File: src/rtl/fetch_pkg.sv
// Shared types and constants for the instruction fetch unit.
package fetch_pkg;

    localparam int unsigned INSTR_W = 8;
    localparam int unsigned PC_W    = 8;

    localparam logic [INSTR_W-1:0] HALT_OPCODE = 8'hFF;

    typedef enum logic {
        FETCH = 1'b0,
        HALT  = 1'b1
    } fetch_state_e;

    // One queued instruction together with the PC it was fetched from.
    typedef struct packed {
        logic [PC_W-1:0]    pc;
        logic [INSTR_W-1:0] instr;
    } fetch_entry_t;

endpackage

File: src/rtl/fetch_queue.sv
// Synchronous instruction FIFO with flush; head reads as zero when empty.
module fetch_queue
    import fetch_pkg::*;
#(
    parameter int unsigned DEPTH = 2
) (
    input  logic                         clk,
    input  logic                         reset,
    input  logic                         flush,
    input  logic                         push,
    input  fetch_entry_t                 push_entry,
    input  logic                         pop,
    output logic                         head_valid,
    output fetch_entry_t                 head_entry,
    output logic [$clog2(DEPTH+1)-1:0]   count
);

    localparam int unsigned PTR_W = $clog2(DEPTH);
    localparam int unsigned CNT_W = $clog2(DEPTH + 1);

    fetch_entry_t     mem_q [DEPTH];
    fetch_entry_t     mem_d [DEPTH];
    logic [PTR_W-1:0] rd_ptr_q, rd_ptr_d;
    logic [PTR_W-1:0] wr_ptr_q, wr_ptr_d;
    logic [CNT_W-1:0] count_q, count_d;

    function automatic logic [PTR_W-1:0] ptr_inc(input logic [PTR_W-1:0] p);
        return (p == PTR_W'(DEPTH - 1)) ? '0 : p + PTR_W'(1);
    endfunction

    // Next pointer/count/storage; flush wins over push and pop.
    always_comb begin
        mem_d    = mem_q;
        rd_ptr_d = rd_ptr_q;
        wr_ptr_d = wr_ptr_q;
        count_d  = count_q;
        if (flush) begin
            rd_ptr_d = '0;
            wr_ptr_d = '0;
            count_d  = '0;
        end else begin
            if (push) begin
                mem_d[wr_ptr_q] = push_entry;
                wr_ptr_d        = ptr_inc(wr_ptr_q);
            end
            if (pop) begin
                rd_ptr_d = ptr_inc(rd_ptr_q);
            end
            case ({push, pop})
                2'b10:   count_d = count_q + CNT_W'(1);
                2'b01:   count_d = count_q - CNT_W'(1);
                default: count_d = count_q;
            endcase
        end
    end

    // Pointer and occupancy registers.
    always_ff @(posedge clk) begin
        if (reset) begin
            rd_ptr_q <= '0;
            wr_ptr_q <= '0;
            count_q  <= '0;
        end else begin
            rd_ptr_q <= rd_ptr_d;
            wr_ptr_q <= wr_ptr_d;
            count_q  <= count_d;
        end
    end

    // Entry storage; contents are don't-care while the slot is empty.
    always_ff @(posedge clk) begin
        mem_q <= mem_d;
    end

    assign head_valid = (count_q != '0);
    assign head_entry = head_valid ? mem_q[rd_ptr_q] : '0;
    assign count      = count_q;

endmodule

File: src/rtl/fetch_unit.sv
// Instruction fetch: single-outstanding memory requests feeding a small queue
// toward IF/ID, with redirect flush and stale-response dropping.
// Optional halt-opcode detection is enabled by defining FETCH_HALT_DETECT_EN.
module fetch_unit
    import fetch_pkg::*;
#(
    parameter int unsigned     QUEUE_DEPTH = 2,
    parameter logic [PC_W-1:0] RESET_PC    = 8'h00
) (
    input  logic               clk,
    input  logic               reset,
    output logic               imem_req,
    output logic [PC_W-1:0]    imem_addr,
    input  logic               imem_rvalid,
    input  logic [INSTR_W-1:0] imem_rdata,
    input  logic               redirect_valid,
    input  logic [PC_W-1:0]    redirect_pc,
    output logic               if_valid,
    input  logic               id_ready,
    output logic [INSTR_W-1:0] Instruction_Code_IF,
    output logic [PC_W-1:0]    PC_IF,
    output logic               halted
);

    localparam int unsigned CNT_W = $clog2(QUEUE_DEPTH + 1);
    localparam int unsigned OCC_W = CNT_W + 1;

    fetch_state_e    state_q, state_d;
    logic [PC_W-1:0] pc_q, pc_d;
    logic [PC_W-1:0] req_pc_q, req_pc_d;
    logic            out_q, out_d;
    logic            drop_q, drop_d;
    logic            halted_q, halted_d;

    logic             req_c, rsp_c, push_c, pop_c;
    logic [OCC_W-1:0] occ_c;
    logic             q_valid;
    fetch_entry_t     q_head;
    logic [CNT_W-1:0] q_count;

    // Issue, response, redirect and halt control.
    always_comb begin
        state_d  = state_q;
        pc_d     = pc_q;
        req_pc_d = req_pc_q;
        out_d    = out_q;
        drop_d   = drop_q;
        halted_d = halted_q;

        rsp_c  = imem_rvalid && out_q;
        pop_c  = q_valid && id_ready && !redirect_valid;
        push_c = rsp_c && !drop_q && !redirect_valid && (state_q == FETCH);
        // Slots already reserved; a pop this cycle frees one for the next fetch.
        occ_c  = OCC_W'(q_count) + OCC_W'(out_q) - OCC_W'(pop_c);
        req_c  = !reset && (state_q == FETCH) && !redirect_valid &&
                 (!out_q || imem_rvalid) && (occ_c < OCC_W'(QUEUE_DEPTH));

        if (rsp_c) begin
            out_d  = 1'b0;
            drop_d = 1'b0;
        end
        if (req_c) begin
            out_d    = 1'b1;
            req_pc_d = pc_q;
            pc_d     = pc_q + PC_W'(1);
        end
`ifdef FETCH_HALT_DETECT_EN
        if (push_c && (imem_rdata == HALT_OPCODE)) begin
            state_d  = HALT;
            halted_d = 1'b1;
        end
`endif
        if (redirect_valid) begin
            pc_d     = redirect_pc;
            state_d  = FETCH;
            halted_d = 1'b0;
            drop_d   = out_q && !imem_rvalid;
        end
    end

    // Control state registers.
    always_ff @(posedge clk) begin
        if (reset) begin
            state_q  <= FETCH;
            pc_q     <= RESET_PC;
            req_pc_q <= '0;
            out_q    <= 1'b0;
            drop_q   <= 1'b0;
            halted_q <= 1'b0;
        end else begin
            state_q  <= state_d;
            pc_q     <= pc_d;
            req_pc_q <= req_pc_d;
            out_q    <= out_d;
            drop_q   <= drop_d;
            halted_q <= halted_d;
        end
    end

    fetch_queue #(
        .DEPTH(QUEUE_DEPTH)
    ) u_queue (
        .clk        (clk),
        .reset      (reset),
        .flush      (redirect_valid),
        .push       (push_c),
        .push_entry ('{pc: req_pc_q, instr: imem_rdata}),
        .pop        (pop_c),
        .head_valid (q_valid),
        .head_entry (q_head),
        .count      (q_count)
    );

    assign imem_req            = req_c;
    assign imem_addr           = pc_q;
    assign if_valid            = q_valid;
    assign Instruction_Code_IF = q_head.instr;
    assign PC_IF               = q_head.pc;
    assign halted              = halted_q;

endmodule

File: config.mk
export PLATFORM = sky130hd
export DESIGN_NAME = fetch_unit
export DESIGN_NICKNAME = d
export VERILOG_FILES = /design/src/rtl/fetch_pkg.sv /design/src/rtl/fetch_queue.sv /design/src/rtl/fetch_unit.sv
export SDC_FILE = /design/constraint.sdc
export NUM_CORES = 1
export LEC_CHECK = 0
export CAP_MARGIN = 30
export CORE_ASPECT_RATIO = 1.4
export CORE_MARGIN = 2
export CORE_UTILIZATION = 47
export CTS_BUF_LIST = sky130_fd_sc_hd__clkbuf_8
export DETAILED_ROUTE_END_ITERATION = 7
export HOLD_SLACK_MARGIN = 0.12
export PLACE_DENSITY = 0.77
export SLEW_MARGIN = 20
export SYNTH_ARGS = -nofsm -noshare
export SYNTH_HDL_FRONTEND = slang
export SYNTH_SLANG_ARGS = --single-unit
File: constraint.sdc
create_clock -name clk -period 3.3 [get_ports clk]
set_input_delay 0.66 -clock clk [delete_from_list [all_inputs] [get_ports clk]]
set_output_delay 0.66 -clock clk [all_outputs]
set_load 0.005 [all_outputs]
==> summary.md, run 1 <==
| Metric | Value |
|---|---|
| Status | `finished, final reports clean` |
| Die area | `around 0.0055 sq mm` |
| Diodes inserted | `0` |
| Site row count | `30` |
| Routed Wire Length | `around 4200 um` |
| Fmax | `~0.32 GHz` |
| P_leak | `0.00106 uW` |
| Vias | `roughly 1600` |
| Vias per inst | `about 5.0` |
| Non-filler instance count after layout | `roughly 330` |
| Reg2Reg Depth | `11` |
| Synthesized instance count | `200` |
| Clock-pin slew on the worst setup and hold paths | `0.09 ns` |
| CTS Sinks | `54` |
| IO Port Bufs | `46` |
| Tcrit/Tclk final | `between 90 and 100%` |
| RSZ-0062 raised after global routing | `false` |
| Startpoint of the worst hold path | `req_pc_q[3]` |
| Core footprint | `0.00480 sq mm` |
| CTS H-tree lvls | `2` |
| Warnings, synthesis | `0` |
| Final period demand of the worst path | `between 3 and 4 ns` |
| First-pass GRT wire length | `roughly 7000 um` |
| DR WL/cell | `between 10 and 15 um` |
| Worst-case clock buffer depth | `2` |
| Setup Crit Path Kind | `input port to primary output` |
| Final Hold Viols | `0` |
| Data required, critical path | `2.64 ns` |
| Worst vdd ir | `approximately 0.00034 V` |
| Worst Setup End Kind | `primary output` |
| Max Cap Viol | `0` |
| Endpoints failing setup | `0` |
| Skew-Pair Late Insertion Delay | `about 0.3 ns` |
| Avg Inst Size Synth | `11.6 sq um` |
| Worst Hold Path EP | `u_queue.mem_q[11]` |
| Overall power | `~1300 uW` |
| Distinct cells, synth | `32` |
| FF-to-FF Start | `u_queue.count[1]` |
| Drt pass-1 iters | `4` |
| Number of global-route vias before repair | `roughly 1600` |
| GRT Residual Overflow | `0` |
| CP max FO | `2` |
| Die Ht | `87.1 um` |
| CTS tree | `done` |
| Starting Density | `between 40% and 50%` |
| Placed insts | `312` |
| Hold WC Path Type | `flop to flop` |
| Hold Slack | `between 0.4 and 0.5 ns` |
| Top cells by area, synth | `edfxtp_1, dfxtp_1, mux2i_1` |
| Power Density | `around 430 mW/mm^2` |
| Reg2reg end | `imem_addr[7]` |
| CP Data Arrival Time | `approximately 2.5 ns` |
| Layout Utilization | `between 60% and 70%` |
| Synth Net Count | `approximately 230` |
| Largest net degree at the start of global routing | `23` |
| CTS buffer count | `5` |
| CP Launch Type | `input port` |
| DRT antenna net count | `0` |
| I/O pin cnt | `between 40 and 50` |
| Mapped cell area | `0.00232 sq mm` |
| Die width | `approximately 63 um` |
| Synth top area share | `between 40% and 50%` |
| Final RePlAce weighted congestion | `approximately 0.87` |
| Synth Register Bits | `54` |
| Nets | `roughly 290` |
| GRT Util Overall | `between 10% and 20%` |
| Fin Clk Skew | `about 0.0043 ns` |
| Initial antenna violation count | `0` |
| DRC violations left | `0` |
| Synth area leader | `edfxtp_1` |
| Post-synthesis sequential area ratio | `between 60 and 70%` |
| Final Max Tran Viols | `0` |
| CTS Root Cell | `clkbuf_8` |
| Share of layout cells above drive strength 1 | `a little over an eighth` |
| Worst reg-to-reg setup slack | `between 0.5 and 0.6 ns` |
| Layout area overhead | `32.4%` |
| Hpwl dp | `2960 um` |
| Hold path depth | `0` |
| Starting DRT DRC Count | `32` |
==> cell usage in the layout (no fill, tap or decap), drive strengths merged, types with 2 or more instances in the layout <==
cell type	netlist	layout
a211oi	5	5
a21oi	10	10
and2	2	2
buf	3	19
clkbuf	8	5
clkdlybuf4s50	0	43
dfxtp	22	22
dlygate4sd2	0	2
edfxtp	32	32
ha	3	3
inv	5	6
mux2i	18	18
nand2	13	13
nand2b	2	2
nand3	3	3
nand4	2	2
nor2	29	29
nor3	7	7
nor4	5	5
o21ai	10	10
o21bai	2	2
or3	2	2
xnor2	8	8
xor2	4	4
==> per-stage QoR <==
stage	area (sq um)	worst slack (ns)	TNS [ns]
after floorplan	2320	0.0752	0
after global placement	2900	-0.441	-0.549
after detailed placement	2900	-0.496	-0.802
after CTS	3070	0.191	0
after global routing	3070	0.0860	0
final	3070	0.172	0
==> layout make-up <==
cell class,count,area (sq um)
inverters,5,18.8
clock inverters,3,48.8
multi-input cells,130,862
flip-flops and latches,54,1400
clock buffers,5,68.8
well taps,64,80.1
repair buffers,64,588
fillers,429,1740
==> synthesized netlist by cell type (all sizes together) <==
master / n
xnor2: 8
mux2i: 18
nor4: 5
nand2: 13
inv: 5
buf: 3
edfxtp: 32
and2: 2
fa: 1
a2111oi: 1
a21oi: 10
nor2b: 1
nor3: 7
nand4: 2
o21bai: 2
clkbuf: 8
a211oi: 5
a311oi: 1
ha: 3
or3: 2
dfxtp: 22
nand3: 3
xor2: 4
conb: 1
nor2: 29
o21ai: 10
nand2b: 2
==> critical path, stage by stage <==
cell and delay, ns:
dlygate4sd2_1 0.28, nor2_1 0.16, ha_1 0.26, nand2b_4 0.14, fa_2 0.41, xnor2_4 0.19, nand3_2 0.09, nor3_2 0.15
buf_2 0.13
==> worst max-delay path by stage <==
stage,depth (start not counted),slack (ns),start,end
floorplan,10,0.08,redirect_valid,imem_req
global placement,10,-0.44,id_ready,imem_req
finish,9,0.17,redirect_valid,imem_req
CTS,9,0.19,redirect_valid,imem_req
global route,10,0.09,id_ready,imem_req
detailed placement,10,-0.50,id_ready,imem_req
==> state kept, by name, indices dropped and copies added, names as in the netlist <==
signal and flops:
u_queue.mem_q 32, imem_addr 8, req_pc_q 8, u_queue.count 2, drop_q 1, out_q 1
u_queue.rd_ptr_q 1, u_queue.wr_ptr_q 1
==> report_power, final <==
| group | internal (uW) | total, uW | leakage, uW | switching, uW |
|---|---|---|---|---|
| Sequential | 731 | 750 | 0.000465 | 18.1 |
| Clock | 231 | 443 | 0.0000563 | 212 |
| Combinational | 65.5 | 115 | 0.000536 | 50.0 |
==> metal layers <==
layer / track usage (%) / part of all wire (%) / up-vias
met4: 8.70 / 3.0 / 0
li1: - / - / 827
met3: 3.23 / 4.6 / 10
met1: 16.6 / 38 / 748
met2: 31.4 / 54 / 50
met5: 0 / 0 / -
==> kinds of logic (layout without fill, tap and decap cells) <==
group	after synthesis	after routing	share of synthesized area [%]
simple gates	66	66	13.2
flops	54	54	60.5
compound gates	29	29	7.40
mux	18	18	7.78
buf+inv	16	77	3.13
xor+xnor	12	12	5.35
fa+ha+maj	4	4	2.48
other cells	1	1	0.162
==> timing repair <==
| action | CTS | global route |
|---|---|---|
| endpoints found under the setup margin | 1 | 0 |
| setup buffers | 5 | 0 |
| hold buffers | 0 | 0 |
| gates resized for setup | 10 | 0 |
No activity file was read; power rests on OpenSTA's default activity.
==> inputs of run 2 (changes only) <==
- CORE_MARGIN: 2 -> unset
- PLACE_DENSITY: 0.77 -> 0.75
==> summary.md, run 2 (synthesized netlist as in run 1, its figures left out) <==
| Metric | Value |
|---|---|
| Worst Setup End Kind | `primary output` |
| Hold Slack | `around 0.44 ns` |
| Tcrit/Tclk final | `a little over nine tenths` |
| Starting Density | `between 40% and 50%` |
| CTS Sinks | `54` |
| First-pass GRT wire length | `approximately 6800 um` |
| DR WL/cell | `about 13 um` |
| Layout area overhead | `31.1%` |
| Hold WC Path Type | `flop to flop` |
| Share of layout cells above drive strength 1 | `between 10% and 20%` |
| Top reg by flops | `u_queue.mem_q` |
| Fin Clk Skew | `around 0.008 ns` |
| Most frequent cells in the layout | `clkdlybuf4s50_1, edfxtp_1, nor2_1` |
| Hpwl dp | `slightly below 3000 um` |
| Worst path cell trace | `dlygate4sd2_1 -> nor2_2 -> ha_1 -> nand2b_4 -> fa_2 -> xnor2_4 -> nand3_2 -> nor3_2 -> buf_2` |
| GRT Residual Overflow | `0` |
| Starting DRT DRC Count | `50` |
| Worst-case clock buffer depth | `2` |
| Data required, critical path | `approximately 2.6 ns` |
| CP Data Arrival Time | `2.48 ns` |
| RSZ-0062 raised after global routing | `false` |
| CTS H-tree lvls | `2` |
| Fmax | `0.318 GHz` |
| Status | `finished, final reports clean` |
| Largest net degree at the start of global routing | `23` |
| Diodes inserted | `0` |
| Skew-Pair Late Insertion Delay | `0.30 ns` |
| Vias | `around 1600` |
| Initial antenna violation count | `0` |
| Drt pass-1 iters | `4` |
| Site row count | `29` |
| Max Cap Viol | `0` |
| Worst vdd ir | `0.000290 V` |
| Final Max Tran Viols | `0` |
| DRC violations left | `0` |
| Final period demand of the worst path | `~3.1 ns` |
| Final Hold Viols | `0` |
| Overall power | `about 1300 uW` |
| CTS tree | `done` |
| Power Density | `424 mW/mm^2` |
| Commonest non-fill, non-tap cell in the layout | `clkdlybuf4s50_1` |
| Number of flip-flops under the largest register name | `32` |
| CP max-delay cell | `fa_2` |
| Placed insts | `309` |
| Die Ht | `roughly 85 um` |
| Layout Utilization | `65.4%` |
| Endpoints failing setup | `0` |
| CP max FO | `2` |
| Number of global-route vias before repair | `roughly 1500` |
| Die area | `roughly 0.0052 sq mm` |
| P_leak | `about 0.0010 uW` |
| Final RePlAce weighted congestion | `~0.9` |
| CP Launch Type | `input port` |
| Core footprint | `roughly 0.0046 sq mm` |
| Max stage delay on crit path | `0.41 ns` |
| IO Port Bufs | `46` |
| GRT Util Overall | `17.6%` |
| Worst reg-to-reg setup slack | `about 0.44 ns` |
| Clock-pin slew on the worst setup and hold paths | `roughly 0.10 ns` |
| Routed Wire Length | `4300 um` |
| CTS buffer count | `5` |
| Vias per inst | `~5` |
| Die width | `between 60 and 70 um` |
| DRT antenna net count | `0` |
| Nets | `282` |
| I/O pin cnt | `48` |
| CTS Root Cell | `clkbuf_8` |
| Setup Crit Path Kind | `input port to primary output` |
| Non-filler instance count after layout | `320` |
==> run 2: cell count changes in the layout (fill, tap and decap cells not counted), sizes merged <==
cell | before | now
buf | 19 | 16
==> run 2: per-stage QoR <==
stage	area (sq um)	setup WS [ns]	setup TNS, ns
finish	3040	0.157	0
global route	3040	0.0712	0
CTS	3040	0.201	0
detailed placement	2890	-0.504	-0.967
global placement	2890	-0.446	-0.571
floorplan	2320	0.0752	0
==> run 2: report_power, final <==
part	total (uW)	switching (uW)	internal [uW]
clock	423	200	223
combinational	116	50.7	65.3
sequential	749	17.7	731
total	1290	268	1020
==> run 2: final timing paths <==
path | start | endpoint | depth (start not counted)
max | redirect_valid | imem_req | 9
min | req_pc_q[7] | u_queue.mem_q[15] | 0
max reg2reg | u_queue.count[1] | imem_addr[7] | 11
min reg2reg | req_pc_q[7] | u_queue.mem_q[15] | 0
==> run 2: final cells by class <==
| type | count | area (sq um) |
|---|---|---|
| Tap cell | 62 | 77.6 |
| Timing Repair Buffer | 61 | 566 |
| Multi-Input combinational cell | 130 | 865 |
| Clock buffer | 5 | 68.8 |
| Fill cell | 408 | 1610 |
| Clock inverter | 3 | 41.3 |
| Inverter | 5 | 18.8 |
| Sequential cell | 54 | 1400 |
==> run 2: metal layers <==
layer	share of wire [%]	track usage (%)	vias to the layer above
met4	3.1	8.28	0
met1	40	19.4	727
met5	0	0	-
met2	52	30.3	47
met3	5.3	4.57	14
li1	-	-	818
==> run 2: repair_timing <==
item                                    4_1_cts  5_1_grt
hold buffers                                  0        0
buffers inserted                              3        0
endpoints found under the setup margin        1        0
resized for setup                            11        0
==> run 2: worst max-delay path: cells and delay by family <==
family / cells / cell delay, ns
xor gates and xnor gates: 1 / 0.20
and+or+nand+nor: 4 / 0.55
adders and majority gates: 2 / 0.66
buffers and inverters: 2 / 0.42
==> inputs of run 3 (changes only) <==
- HOLD_SLACK_MARGIN: 0.12 -> unset
==> results of run 3 <==
Final layout, timing and power as in run 2 (identical DEF).
